File: config.mk
export PLATFORM = sky130hd
export DESIGN_NAME = blk_round_ctrl
export DESIGN_NICKNAME = d
export VERILOG_FILES = /design/src/rtl/blk_round_ctrl.sv
export SDC_FILE = /design/constraint.sdc
export NUM_CORES = 1
export LEC_CHECK = 0
export BUFFER_PORTS_ARGS = -buffer_cell sky130_fd_sc_hd__buf_2
export CAP_MARGIN = 20
export CORE_MARGIN = 2
export CORE_UTILIZATION = 39
export DETAILED_ROUTE_END_ITERATION = 6
export GPL_ROUTABILITY_DRIVEN = 0
export PLACE_DENSITY_LB_ADDON = 0.15
export SLEW_MARGIN = 25
export SYNTH_ARGS = -nofsm -noshare
export SYNTH_HDL_FRONTEND = slang
export SYNTH_SLANG_ARGS = --single-unit
File: constraint.sdc
create_clock -name clk_i -period 2.69 [get_ports clk_i]
set_clock_uncertainty 0.1 [all_clocks]
set_input_delay 0.4035 -clock clk_i [delete_from_list [all_inputs] [get_ports clk_i]]
set_output_delay 0.4035 -clock clk_i [all_outputs]
set_load 0.01 [all_outputs]
File: src/rtl/blk_round_ctrl.sv
// blk_round_ctrl: iterative 128-bit cipher round controller sharing one Subsell_layer; optional abort via BLK_ABORT_EN.
// Latency ROUNDS+2 cycles from accepted start to done; each cycle with rk_valid_i low in FETCH adds one.
// Key fetch waits indefinitely on rk_valid_i; start_i is ignored while busy.

module Subsell_layer (
   input  logic [127:0] x_i,
   output logic [127:0] y_o
);
   function automatic logic [3:0] sbox(input logic [3:0] n);
      logic [3:0] r;
      case (n)
         4'h0: r = 4'h0;
         4'h1: r = 4'h3;
         4'h2: r = 4'h7;
         4'h3: r = 4'hE;
         4'h4: r = 4'hD;
         4'h5: r = 4'h4;
         4'h6: r = 4'hA;
         4'h7: r = 4'h9;
         4'h8: r = 4'hC;
         4'h9: r = 4'hF;
         4'hA: r = 4'h1;
         4'hB: r = 4'h8;
         4'hC: r = 4'hB;
         4'hD: r = 4'h2;
         4'hE: r = 4'h6;
         default: r = 4'h5;
      endcase
      return r;
   endfunction

   always_comb begin
      y_o = '0;
      for (int i = 0; i < 32; i++) y_o[4*i +: 4] = sbox(x_i[4*i +: 4]);
   end
endmodule

module blk_round_ctrl #(
   parameter int ROUNDS = 25,
   parameter int CNT_W  = 5
) (
   input  logic             clk_i,
   input  logic             rst_i,
   input  logic             start_i,
   input  logic [127:0]     din_i,
   output logic             rk_req_o,
   output logic [CNT_W-1:0] rk_idx_o,
   input  logic             rk_valid_i,
   input  logic [127:0]     rk_i,
`ifdef BLK_ABORT_EN
   input  logic             abort_i,
`endif
   output logic             busy_o,
   output logic             done_o,
   output logic [127:0]     dout_o
);
   typedef enum logic [1:0] {IDLE, FETCH, DONE} fsm_e;

   localparam logic [CNT_W-1:0] LAST = CNT_W'(ROUNDS);

   fsm_e             fsm_q;
   logic [127:0]     state_q;
   logic [127:0]     dout_q;
   logic [CNT_W-1:0] cnt_q;
   logic             rk_req_q;
   logic             busy_q;
   logic             done_q;
   logic [127:0]     key_mix;
   logic [127:0]     sub_out;
   logic [127:0]     state_d;
   logic             abort_w;

`ifdef BLK_ABORT_EN
   assign abort_w = abort_i;
`else
   assign abort_w = 1'b0;
`endif

   assign key_mix = state_q ^ rk_i;

   Subsell_layer u_sub (
      .x_i (key_mix),
      .y_o (sub_out)
   );

   // ShiftRow: rows rotated left by 0, 1, 12 and 13 bits
   assign state_d = {sub_out[127:96],
                     sub_out[94:64], sub_out[95],
                     sub_out[51:32], sub_out[63:52],
                     sub_out[18:0],  sub_out[31:19]};

   always_ff @(posedge clk_i) begin
      if (rst_i) begin
         fsm_q    <= IDLE;
         state_q  <= '0;
         dout_q   <= '0;
         cnt_q    <= '0;
         rk_req_q <= 1'b0;
         busy_q   <= 1'b0;
         done_q   <= 1'b0;
      end else begin
         case (fsm_q)
            IDLE: begin
               if (start_i) begin
                  state_q  <= din_i;
                  cnt_q    <= '0;
                  rk_req_q <= 1'b1;
                  busy_q   <= 1'b1;
                  fsm_q    <= FETCH;
               end
            end
            FETCH: begin
               // abort beats a same-cycle handshake; the key is dropped
               if (abort_w) begin
                  rk_req_q <= 1'b0;
                  busy_q   <= 1'b0;
                  fsm_q    <= IDLE;
               end else if (rk_valid_i) begin
                  if (cnt_q == LAST) begin
                     dout_q   <= key_mix;
                     rk_req_q <= 1'b0;
                     done_q   <= 1'b1;
                     fsm_q    <= DONE;
                  end else begin
                     state_q <= state_d;
                     cnt_q   <= cnt_q + CNT_W'(1);
                  end
               end
            end
            DONE: begin
               done_q <= 1'b0;
               busy_q <= 1'b0;
               fsm_q  <= IDLE;
            end
            default: fsm_q <= IDLE;
         endcase
      end
   end

   assign rk_req_o = rk_req_q;
   assign rk_idx_o = cnt_q;
   assign busy_o   = busy_q;
   assign done_o   = done_q;
   assign dout_o   = dout_q;
endmodule

==> results.sh <==
export IMPL_outcome="finished clean"
export IMPL_cts_made_buffers=34
export IMPL_grtUsageTotal_pct=25.3
export IMPL_antenna_found_initial=11
export IMPL_final_common_cell="buf_2"
export IMPL_yosysSeqAreaShare_pct=36.2
export IMPL_num_rows=71
export IMPL_worstSetupPathDepth=7
export IMPL_p_clk_share_pct=39.1
export IMPL_syn_inst=1640
export IMPL_placed_cell_area_um2=17300
export IMPL_initial_utilization_pct=39.4
export IMPL_utilization_pct=49.5
export IMPL_power_share_switching_pct=30.3
export IMPL_period_minus_slack_ns=2.44
export IMPL_synth_edf_count=0
export IMPL_power_net_switching_mw=3.63
export IMPL_final_cell_area_um2=18500
export IMPL_syn_avg_cell_area_um2=8.98
export IMPL_clk_path_buf_depth=3
export IMPL_synth_area_leaders="dfxtp_1 (36%), xnor2_1 (8.7%), a211oi_1 (6.5%)"
export IMPL_grt_pass1_vias=13600
export IMPL_synth_top_area_cell="dfxtp_1"
export IMPL_pwr_density_cell_nw_per_um2=648
export IMPL_min_path_type="in2reg"
export IMPL_ff2ff_path_depth=7
export IMPL_cts_setup_buffers=0
export IMPL_fin_nets=2246
export IMPL_routedWlPerCell_um=20.4
export IMPL_critical_path_top_delay_family="compound AO/OA/AOI/OAI gates"
export IMPL_total_power_mw=12.0
export IMPL_tightestPinTransition_ns=1.09
export IMPL_h_tree_depth=2
export IMPL_ys_ff_latch=266
export IMPL_fillCellCount=3577
export IMPL_irDropWorstVdd_mv=0.411
export IMPL_worstPathRequired_ns=2.99
export IMPL_vias=14200
export IMPL_detail_route_antenna_nets=0
export IMPL_slowest_delay_ns=0.51
export IMPL_yosys_area_top_type_share_pct=36.2
export IMPL_synth_main_ff_cell="dfxtp_1"
export IMPL_mostFrequentLayoutCells="buf_2 (394), dfxtp_1 (264), nor2_1 (162), xnor2_1 (147), a211oi_1 (128)"
export IMPL_fin_hold_ws_ns=0.0900
export IMPL_drc=0
export IMPL_syn_nets=1902
export IMPL_fmax_mhz=411
export IMPL_tns_ns=0
export IMPL_p_int_mw=8.36
export IMPL_post_cts_resized=0
export IMPL_worst_skew_pair_late_latency_ns=0.51
export IMPL_startpoint_type="register"
export IMPL_cpMaxStageDelayCell="buf_4"
export IMPL_grt_max_degree=214
export IMPL_cp_num_buf_inv=2
export IMPL_via_per_inst=5.61
export IMPL_endpoint_kind="register"
export IMPL_crit_chain="inv_1 > ha_1 > nand4b_1 > a31o_4 > buf_4 > o2111ai_1 > o32ai_1"
export IMPL_async_flop_share_pct=0
export IMPL_coreArea_um2=37400
export IMPL_synth_cell_types=50
export IMPL_die_h_um=198
export IMPL_slew_viol_final=0
export IMPL_die_x_um=198
export IMPL_min_path_cells=3
export IMPL_syn_area_um2=14700
export IMPL_area_delta_synth_final_pct=25.7
export IMPL_ff2ff_setup_slack_ns=0.25
export IMPL_layout_drive_gt1_share_pct=27.2
export IMPL_overflow=0
export IMPL_io_pins=396
export IMPL_pwr_share_seq_pct=36.4
export IMPL_grt_pass1_wl_mm=78.4
export IMPL_firstDrtPassIters=7
export IMPL_cts_tree="done"
export IMPL_worstPathArrival_ns=2.74
export IMPL_hold_viol_final=0
export IMPL_cts_sinks=266
export IMPL_setup_viol=0
export IMPL_rsz0062_at_grt="false"
export IMPL_root_buffer="clkbuf_16"
export IMPL_max_slew_margin_rel_pct=27.6
export IMPL_critPathMaxFanout=49
export IMPL_power_frac_comb_pct=24.5
export IMPL_routed_wl_mm=51.6
export IMPL_worstSetupPathType="reg2reg"
export IMPL_holdBufCountCts=0
export IMPL_p_leak_nw=7.34
export IMPL_dp_hpwl_mm=36.4
export IMPL_port_buffers=395
export IMPL_clk_pin_slew_ns=0.06
export IMPL_drt_iter0_drc=961
export IMPL_maxCapViolCount=0
export IMPL_fin_crit_sh_pct=90.6
export IMPL_dieArea_um2=39300
export IMPL_yosysWarnings=0
-- sequential cells by signal, indices dropped and copies added, names as in the netlist --
signal	cells
done_o	1
dout_o	128
busy_o	1
rk_idx_o	5
state_q	128
rk_req_o	1
fsm_q	2
-- synth_stat cells, drive strengths merged (3+ instances only) --
master / n
inv: 5
o31ai: 3
nor2: 163
xnor3: 14
nand3: 3
a22oi: 38
a211oi: 128
dfxtp: 266
and3: 23
nor2b: 6
o2111ai: 36
buf: 55
and2: 32
a21oi: 82
mux2: 26
xnor2: 154
nand2: 90
a32o: 27
or4: 4
o32ai: 23
mux2i: 76
o21ai: 46
xor2: 38
nor3: 52
a311oi: 64
clkbuf: 80
a32oi: 26
o211ai: 25
nand2b: 38
-- layout make-up --
cell class,count,area [um2],share of cell area (%)
multi-input combinational,1233,8850,47.8
sequential,266,5330,28.8
timing repair buffer,443,2510,13.5
clock buffer,45,986,5.32
tap,511,639,3.45
clock inverter,16,161,0.872
inverter,6,26.3,0.142
antenna,8,20.0,0.108
-- per-layer routing --
metal  vias to the layer above  share of wire (%)  GRT usage, %
met1                      6767                 44          33.5
met2                       487                 47          42.5
met4                         6                1.6          5.24
met5                         -              0.066             0
li1                       6862                  -             -
met3                        67                7.2          5.35
-- worst reg2reg max path, cell delays in order, from the launching register on --
cell and delay [ns]:
dfxtp_1 0.39, inv_1 0.06, ha_1 0.17, nand4b_1 0.31
a31o_4 0.24, buf_4 0.51, o2111ai_1 0.29, o32ai_1 0.26
-- power groups by stage --
| stage | Combinational [mW] | Clock [mW] | Sequential (mW) |
|---|---|---|---|
| floorplan | 2.05 | 0 | 4.39 |
| global placement | 2.87 | 0 | 4.45 |
| detailed placement | 2.91 | 0 | 4.45 |
| CTS | 2.93 | 4.78 | 4.36 |
| global route | 3.20 | 4.94 | 4.39 |
| finish | 2.94 | 4.68 | 4.37 |
-- path summary, 6_finish.rpt --
| kind | start | endpoint |
|---|---|---|
| hold / removal | start_i | fsm_q[0]$_SDFFE_PP0P_ |
| setup reg to reg | rk_idx_o[1]$_SDFFE_PP0P_ | state_q[42]$_SDFFE_PP0P_ |
| hold reg to reg | state_q[67]$_SDFFE_PP0P_ | state_q[67]$_SDFFE_PP0P_ |
| setup / recovery | rk_idx_o[1]$_SDFFE_PP0P_ | state_q[42]$_SDFFE_PP0P_ |
-- logic make-up (layout without fill, tap and decap cells) --
| family | Yosys count | in the layout | share of synthesized area (%) |
|---|---|---|---|
| buffers and inverters | 141 | 510 | 4.07 |
| AO/OA/AOI/OAI | 507 | 507 | 25.5 |
| other | 0 | 8 | 0 |
| AND/OR/NAND/NOR | 416 | 416 | 13.0 |
| multiplexers | 102 | 102 | 7.15 |
| XOR/XNOR | 206 | 206 | 13.9 |
| flip-flops | 266 | 266 | 36.2 |
| adder cells (fa/ha/maj) | 2 | 2 | 0.170 |
-- per-stage QoR --
stage / setup WS [ns] / cells
3_5_place_dp: 0.297 / 2459
2_1_floorplan: 0.697 / 1640
6_report: 0.254 / 2528
4_1_cts: 0.275 / 2520
5_1_grt: 0.114 / 2523
3_3_place_gp: 0.393 / 2459
(Power assumes the default switching activity.)
